$ cat src/rtl/adc_bcd_conv.sv
// adc_bcd_conv: converts each accepted 12-bit ADC sample into four BCD digits
// with a sequential shift-add-3 (double-dabble) engine, one shift per clock.
// A sample is accepted when the divider selects it and the engine is idle.
// The digit outputs hold their value until the next conversion completes.
// Optional build macro ADC_BCD_AVG_EN: each group of four valid samples is
// averaged (truncating mean) and only the average becomes a candidate.
module adc_bcd_conv #(
  parameter int unsigned UPDATE_DIV = 1
) (
  input  logic        clk,
  input  logic        rst_n,
  input  logic [11:0] i_data,
  input  logic        i_data_valid,
  output logic [3:0]  o_ones,
  output logic [3:0]  o_tens,
  output logic [3:0]  o_hundreds,
  output logic [3:0]  o_thousands,
  output logic        o_done,
  output logic        o_busy,
  output logic        o_drop
);

  typedef enum logic [1:0] {
    IDLE  = 2'd0,
    SHIFT = 2'd1,
    DONE  = 2'd2
  } state_t;

  localparam logic [7:0] DIV_LAST = 8'(UPDATE_DIV - 1);

  // One double-dabble step: correct every nibble >= 5, then shift {bcd,bin} left.
  function automatic logic [27:0] dabble_step(input logic [15:0] bcd,
                                              input logic [11:0] bin);
    logic [15:0] adj;
    for (int n = 0; n < 4; n++) begin
      adj[4*n +: 4] = (bcd[4*n +: 4] >= 4'd5) ? bcd[4*n +: 4] + 4'd3
                                               : bcd[4*n +: 4];
    end
    return 28'({adj, bin} << 1);
  endfunction

  state_t      state_q, state_d;
  logic [3:0]  sh_cnt_q;
  logic [11:0] bin_sr_q;
  logic [15:0] bcd_sr_q;
  logic [15:0] digits_q;
  logic        done_q;
  logic        drop_q;
  logic [7:0]  div_cnt_q, div_cnt_d;

  logic        cand_vld;
  logic [11:0] cand_data;
  logic        launch;
  logic        ld_en, sh_en, cmt_en, drop_d, busy;

`ifdef ADC_BCD_AVG_EN
  logic [13:0] acc_q, acc_d, acc_sum;
  logic [1:0]  smp_cnt_q, smp_cnt_d;

  // Accumulate four valid samples; the fourth one emits the truncated mean.
  always_comb begin
    acc_sum   = acc_q + {2'b00, i_data};
    acc_d     = acc_q;
    smp_cnt_d = smp_cnt_q;
    cand_vld  = 1'b0;
    if (i_data_valid) begin
      if (smp_cnt_q == 2'd3) begin
        acc_d     = '0;
        smp_cnt_d = '0;
        cand_vld  = 1'b1;
      end else begin
        acc_d     = acc_sum;
        smp_cnt_d = smp_cnt_q + 2'd1;
      end
    end
    cand_data = 12'(acc_sum >> 2);
  end

  // Averaging accumulator and sample counter state.
  always_ff @(posedge clk or negedge rst_n) begin
    if (!rst_n) begin
      acc_q     <= '0;
      smp_cnt_q <= '0;
    end else begin
      acc_q     <= acc_d;
      smp_cnt_q <= smp_cnt_d;
    end
  end
`else
  // Every raw valid sample is a candidate.
  always_comb begin
    cand_vld  = i_data_valid;
    cand_data = i_data;
  end
`endif

  // Divider counts all candidates, dropped ones included; the last slot launches.
  always_comb begin
    div_cnt_d = div_cnt_q;
    launch    = cand_vld && (div_cnt_q == DIV_LAST);
    if (cand_vld) begin
      div_cnt_d = (div_cnt_q == DIV_LAST) ? 8'd0 : div_cnt_q + 8'd1;
    end
  end

  // FSM state register.
  always_ff @(posedge clk or negedge rst_n) begin
    if (!rst_n) begin
      state_q <= IDLE;
    end else begin
      state_q <= state_d;
    end
  end

  // FSM next-state logic: twelve shifts (count 0..11), then one commit cycle.
  always_comb begin
    state_d = state_q;
    case (state_q)
      IDLE:    if (launch) state_d = SHIFT;
      SHIFT:   if (sh_cnt_q == 4'd11) state_d = DONE;
      DONE:    state_d = IDLE;
      default: state_d = IDLE;
    endcase
  end

  // FSM outputs: datapath enables, busy flag, and drop request.
  always_comb begin
    ld_en  = 1'b0;
    sh_en  = 1'b0;
    cmt_en = 1'b0;
    drop_d = 1'b0;
    busy   = 1'b0;
    case (state_q)
      IDLE: begin
        ld_en = launch;
      end
      SHIFT: begin
        sh_en  = 1'b1;
        busy   = 1'b1;
        drop_d = launch;
      end
      DONE: begin
        cmt_en = 1'b1;
        busy   = 1'b1;
        drop_d = launch;
      end
      default: begin
        busy = 1'b0;
      end
    endcase
  end

  // Divider, shift registers, digit holding register and strobes.
  always_ff @(posedge clk or negedge rst_n) begin
    if (!rst_n) begin
      div_cnt_q <= '0;
      sh_cnt_q  <= '0;
      bin_sr_q  <= '0;
      bcd_sr_q  <= '0;
      digits_q  <= '0;
      done_q    <= 1'b0;
      drop_q    <= 1'b0;
    end else begin
      div_cnt_q <= div_cnt_d;
      if (ld_en) begin
        bin_sr_q <= cand_data;
        bcd_sr_q <= '0;
        sh_cnt_q <= '0;
      end else if (sh_en) begin
        {bcd_sr_q, bin_sr_q} <= dabble_step(bcd_sr_q, bin_sr_q);
        sh_cnt_q             <= sh_cnt_q + 4'd1;
      end
      if (cmt_en) begin
        digits_q <= bcd_sr_q;
      end
      done_q <= cmt_en;
      drop_q <= drop_d;
    end
  end

  assign o_thousands = digits_q[15:12];
  assign o_hundreds  = digits_q[11:8];
  assign o_tens      = digits_q[7:4];
  assign o_ones      = digits_q[3:0];
  assign o_done      = done_q;
  assign o_drop      = drop_q;
  assign o_busy      = busy;

endmodule

$ cat config.mk
export PLATFORM = sky130hd
export DESIGN_NAME = adc_bcd_conv
export DESIGN_NICKNAME = d
export VERILOG_FILES = /design/src/rtl/adc_bcd_conv.sv
export SDC_FILE = /design/constraint.sdc
export NUM_CORES = 1
export LEC_CHECK = 0
export BUFFER_PORTS_ARGS = -buffer_cell sky130_fd_sc_hd__buf_4
export CAP_MARGIN = 10
export CORE_MARGIN = 4
export CORE_UTILIZATION = 35
export DETAILED_ROUTE_END_ITERATION = 8
export SLEW_MARGIN = 15
export SYNTH_ARGS = -nofsm -noshare
export SYNTH_HDL_FRONTEND = slang
export SYNTH_SLANG_ARGS = --single-unit
export TNS_END_PERCENT = 10
$ cat constraint.sdc
create_clock -name clk -period 1.8 [get_ports clk]
set_clock_uncertainty 0.15 [all_clocks]
set_input_delay 0.27 -clock clk [delete_from_list [all_inputs] [get_ports clk]]
set_output_delay 0.27 -clock clk [all_outputs]
set_load 0.05 [all_outputs]
# After elaboration in Yosys (flattened, before gate mapping)
# Cells that the tools add are included.
[word_totals] latchBits=0 ram_bits=0 wordCells=48 ff_bits=60 n_memories=0 inputBits=15 mem_bits_ro=0 out_inout_bits=19
[classes] n_reduce_logical=6 n_mux=19 n_addsub=6 n_mul=0 eq_ne=5 div=0 bitwise_logic=0 n_shift=0 order_cmp=4
[ops] cell="16-bit 2-to-1 mux" count=2
[ops] cell="12-bit 2-to-1 mux" count=2
[ops] cell="4-bit 2-to-1 mux" count=5
[ops] cell="4-bit by 3-bit greater-or-equal comparator with 1-bit output (second input constant)" count=4
[ops] cell="4-bit by 2-bit adder with 4-bit output (second input constant)" count=3
[ops] cell="8-bit by 1-bit adder with 8-bit output (second input constant)" count=1
[ops] cell="8-bit logical NOT" count=1
[ops] cell="8-bit 2-to-1 mux" count=1
[ops] cell="1-bit 2-to-1 mux" count=5
[ops] cell="4-bit by 1-bit adder with 4-bit output (second input constant)" count=1
[ops] cell="4-bit equality test (second input constant)" count=1
[ops] cell="2-bit 2-to-1 mux" count=2
[ops] cell="2-bit inequality test (second input constant)" count=2
[ops] cell="2-bit one-hot mux with 2 select lines" count=1
[ops] cell="3-bit by 2-bit adder with 3-bit output (second input constant)" count=1
[ops] cell="3-bit 2-to-1 mux" count=1
[ops] cell="2-bit by 1-bit equality test with 1-bit output (second input constant)" count=1
[ops] cell="2-bit equality test (second input constant)" count=1
[ops] cell="2-bit logical NOT" count=1
[ops] cell="2-bit AND reduction" count=1
[ops] cell="2-bit nonzero test" count=1
[ops] cell="2-bit OR reduction" count=1
[ops] cell="1-bit logical AND" count=1

# Depth between registers and ports, before layout
[logic_depth] ltp_word=4 depth_mapped=8 depth_no_buf=6

# Worst setup path before layout
# Ideal clock, no wire load.
[synth_path] kind="register to register" from="register state_q[0]" to="register digits_q[10]" t_required_ns=1.525 path_slack_ns=0.074 stages_incl_launch_ff=6 period_less_slack_ns=1.726 setup_ns=0.125 t_arrival_ns=1.451 n_path_buf=2 path_cell_list="dfrtp_1 -> inv_1 -> ha_1 -> clkbuf_1 -> buf_2 -> mux2_2"
[synth_via] elab_chain_cells=2
[synth_rtl] item="start, declared" line_no="42" source="state_t state_q, state_d;"
[synth_rtl] item="start signal, assigned" line_no="111" source="state_q <= state_d;"
[synth_rtl] item="2-bit equality test" line_no="133" source="case (state_q)"
[synth_rtl] item="1-bit 2-to-1 mux" line_no="133"
[synth_rtl] item="via cmt_en" line_no="54" source="logic ld_en, sh_en, cmt_en, drop_d, busy;"
[synth_rtl] item="end signal, assigned" line_no="174" source="digits_q <= bcd_sr_q;"
[synth_rtl] item="end, declared" line_no="46" source="logic [15:0] digits_q;"
# The timed path passes the listed nets, and every way through them passes these cells.
# A chain may end at the register's enable or synchronous reset.

# Worst setup path in the final report
[layout_path] from="register div_cnt_q[4]" to="register state_q[1]"
[layout_via] elab_chain_cells=4
[layout_rtl] item="start, declared" line_no="49" source="logic [7:0] div_cnt_q, div_cnt_d;"
[layout_rtl] item="start signal, assigned" line_no="164" source="div_cnt_q <= div_cnt_d;"
[layout_rtl] item="8-bit logical NOT" line_no="100" source="launch = cand_vld && (div_cnt_q == DIV_LAST);"
[layout_rtl] item="1-bit logical AND" line_no="100"
[layout_rtl] item="2-bit inequality test (no source line)"
[layout_rtl] item="2-bit AND reduction (no source line)"
# Every way passes these cells.

==> run summary <==
OpenSTA, run right after detailed placement, puts the worst setup slack at between 0.02 and 0.03 ns. In the synthesized netlist the dominant register cell turns out to be dfrtp_1. The number of enable-type register cells in the synthesized netlist came out at 0. The net count after synthesis came out at 301. The internal power came out at 0.00390 W. The register area share after synthesis came out at 0.512.

Setup repair after global routing could not meet its margin everywhere. STA classifies the critical path startpoint as a flop. The commonest cells after synthesis are dfrtp_1 (60), nor2_1 (26), a21oi_1 (23), mux2_2 (18), nand2_1 (16). The largest net degree at the start of global routing is 43. By area the synthesized netlist is led by dfrtp_1 (51%), mux2_2 (6.9%), ha_1 (6.4%), mux2i_1 (4.8%), a21oi_1 (3.9%). The path with the worst hold slack has its endpoint at bin_sr_q[7]$_DFFE_PN0P_. The count of port buffers added during placement came out at 33. The standard cell area after detailed placement came out at 0.00337 mm². The area growth from synthesis to layout is 21.8%. Once layout is done, the placed cells without fillers occupy roughly 0.0036 mm². The layout cell share with drive strength beyond 1 came out at 0.277. The vias after detailed routing is 2100. Clock-pin slew was measured on the worst setup and hold paths at 0.06 ns.

The kind of critical path is flop to flop. In this run the critical register-to-register path is launched from div_cnt_q[4]$_DFFE_PN0P_. The post-synthesis cell area is 0.00293 mm². Broken down by cell family, the worst path's largest delay share belongs to simple AND/OR/NAND/NOR gates.

The detailed-route vias per instance is 4.93. The global placer's final weighted congestion came out at approximately 0.7. The worst hold path cell count came out at 3. The critical path buffer and inverter count came out at 0. After synthesis, the share of flip-flops with an asynchronous set or reset is 1.00. The deepest clock path buffer count is 2. The top cell type by total area after synthesis is dfrtp_1.

Of the total power, registers draw 0.359. The wire-length estimate of the detail-placed layout is 3860 µm. The die is 99.5 µm tall. Averaged over all synthesized cells, the footprint is 10.8 µm². For this run, the post-layout net count is 346.

Clock tree synthesis inserted a total of 9 buffers. The Yosys step of the flow raised 0 warnings. Across all hold checks on the routed design, the worst slack comes to 0.0346 ns. The required arrival time at the worst endpoint came out at 1.87 ns.

For this design the total switching power over the nets is 0.00284 W. Among all cell types in the netlist, the one instantiated most often is dfrtp_1. In the post-route analysis, the smallest setup slack over all paths is 0.0450 ns. The setup slack of the worst register-to-register path came out at roughly 0.045 ns.

The post-route fraction of the period consumed by the critical path came out at 0.975. The initial core utilization came out at 0.359. The total setup buffers inserted after CTS is 0.

Synthesis inferred 60 register bits. The combined global-route utilization of all metal layers came out at 0.122. Of the total power, the clock network draws 0.154. The maximum level of the CTS H-tree is 3. After detailed routing, the average wire length per cell comes to 13.0 µm. The buffer type at the clock tree root is clkbuf_8. The flow ran to the end, and the final reports show no timing, DRC or antenna violations. The nature of the critical path endpoint is a flop. The critical-path cell with the highest stage delay is dfrtp_1. The worst hold path begins at i_data[7]. TritonCTS built the clock tree. The total of max-cap violations is 0. The static leakage came out at 1.60 nW. For the pin with the worst max-slew slack, the measured transition is about 0.40 ns. Counting distinct cell types in the post-synthesis netlist gives 33. Pin placement for this block handled 34 I/O pins. The core region area is 0.00818 mm². The maximum single-stage delay on the critical path is 0.43 ns. The number of diodes came out at 0.

Fill cells in the final layout number ~810. Summed over all layers, the global routing overflow is 0. The achievable frequency is 570 MHz. The final wirelength came out at 5550 µm. The number of pins with negative max-slew slack in the final report is 0.

The share of synthesized area in the top cell type comes to 0.512. The worst-skew pair later-pin latency is 0.34 ns. The path type of the worst min-delay path is input port to flop. Traced cell by cell, the critical path runs through nor4_4 -> nand2_1 -> a21oi_2 -> mux2_2. The power density over the cells is 1890 mW/mm². The detailed router finished its first iteration with 51 violations. The arrival time of data at the critical path endpoint is 1.82 ns. The floorplan die area came out at 0.00990 mm².

In the routed design, unresolved DRC markers number 0. The total number of clock tree sinks is 60. Of the total power, the share spent switching nets is 0.422. The number of cell rows is 33.

Counting cells, the worst reg-to-reg path comes to 4. The die boundary width came out at 99.5 µm. The number of global-route vias before repair is 2102.

The number of standard cells after synthesis came out at 271. The count of TritonRoute iterations in the first routing pass came out at 4. The biggest fanout along the worst timing path came out at 5. The initial antenna violation count is 0. The worst IR drop on VDD is 0.000615 V. The first global-routing pass estimated about 9700 µm of wire.

In this run the critical register-to-register path is captured at state_q[1]$_DFFE_PN0P_. The residual antenna-violating net count after detailed routing is 0. Setup violations remaining at the end of the flow were counted as 0.

The share of total power in combinational logic is 0.487. The max-slew headroom at the worst pin came out at 0.736. Counting I/O delays and the setup requirement, the final critical path takes 1.75 ns. The count of endpoints failing hold in the final timing report came out at 0.
==> metrics by stage <==
stage                     std cells  utilization  total power (W)  setup TNS, ns
after floorplan                 271            -          0.00475              0
after global placement          408        0.412          0.00562              0
after detailed placement        408        0.412          0.00571              0
after CTS                       426        0.434          0.00679              0
after global routing            426        0.437          0.00729        -0.0304
final                           426        0.437          0.00674              0
==> per-layer routing <==
| layer | vias to the layer above | share of wire | track usage |
|---|---|---|---|
| li1 | 1033 | - | - |
| met1 | 1016 | 0.47 | 0.154 |
| met2 | 42 | 0.47 | 0.196 |
| met3 | 9 | 0.043 | 0.0302 |
| met4 | 0 | 0.019 | 0.0567 |
| met5 | - | 0 | 0 |
==> layout by cell type, fill, tap and decap left out, types with 2 or more instances in the layout <==
cell / instances
xor2_1: 2
mux2i_1: 14
o21ai_0: 14
clkinv_2: 2
dfrtp_2: 2
nor3b_1: 2
clkbuf_1: 4
dfrtp_1: 58
nor3_1: 7
a211oi_1: 11
a21oi_2: 2
o22ai_1: 3
dlygate4sd3_1: 2
nor2_1: 26
and3_2: 2
mux2_2: 18
inv_1: 13
nand4_1: 4
nand3_1: 5
a21oi_1: 21
and3_1: 2
ha_1: 14
nand2b_1: 4
buf_12: 4
buf_4: 40
nand2_1: 16
xnor2_1: 8
clkbuf_8: 10
==> kinds of logic (layout without fill, tap and decap cells) <==
family	count (synthesis)	after routing	share of synthesized area
xor gates and xnor gates	10	10	0.0299
muxes	32	32	0.117
DFF	60	60	0.512
buffers and inverters	27	77	0.0469
AOI/OAI and AO/OA	53	53	0.102
and+or+nand+nor	74	74	0.128
adders and majority gates	15	15	0.0640
==> registers in the layout (all words and copies together), names as in the netlist <==
name	count
sh_cnt_q	4
bcd_sr_q	16
div_cnt_q	8
state_q	2
o_done	1
digits_q	16
bin_sr_q	12
o_drop	1
==> worst register-to-register path, cell delays in order, from the launching register on <==
cell and delay, ns:
dfrtp_1 0.43, nor4_4 0.38, nand2_1 0.18, a21oi_2 0.17
mux2_2 0.33
==> worst max-delay path by stage <==
stage | from | endpoint | cells after the start
detailed placement | div_cnt_q[3]$_DFFE_PN0P_ | state_q[1]$_DFFE_PN0P_ | 4
global placement | bcd_sr_q[8]$_DFFE_PN0P_ | bcd_sr_q[10]$_DFFE_PN0P_ | 6
CTS | div_cnt_q[3]$_DFFE_PN0P_ | state_q[1]$_DFFE_PN0P_ | 4
global route | div_cnt_q[1]$_DFFE_PN0P_ | state_q[1]$_DFFE_PN0P_ | 6
finish | div_cnt_q[4]$_DFFE_PN0P_ | state_q[1]$_DFFE_PN0P_ | 4
floorplan | state_q[0]$_DFFE_PN0P_ | digits_q[10]$_DFFE_PN0P_ | 5
==> timing repair <==
action	4_1_cts	5_1_grt
hold endpoints to repair	29	0
hold buffers	2	0
gates resized for setup	0	8
setup endpoints to repair	0	6
==> area by class of cell <==
class	count	area [µm²]	area share
Clock buffer	14	153	0.0427
Tap cell	105	131	0.0368
Multi-Input combinational cell	184	1310	0.367
Sequential cell	60	1500	0.421
Timing Repair Buffer	47	412	0.115
Inverter	14	52.6	0.0147
Clock inverter	2	10.0	0.00280
==> power groups by stage <==
stage | logic (W) | registers [W] | clock network [W]
after global placement | 0.00321 | 0.00242 | 0
after floorplan | 0.00188 | 0.00287 | 0
final | 0.00328 | 0.00242 | 0.00104
after detailed placement | 0.00328 | 0.00244 | 0
after global routing | 0.00365 | 0.00251 | 0.00112
after CTS | 0.00329 | 0.00241 | 0.00108
(Power assumes the default switching activity.)
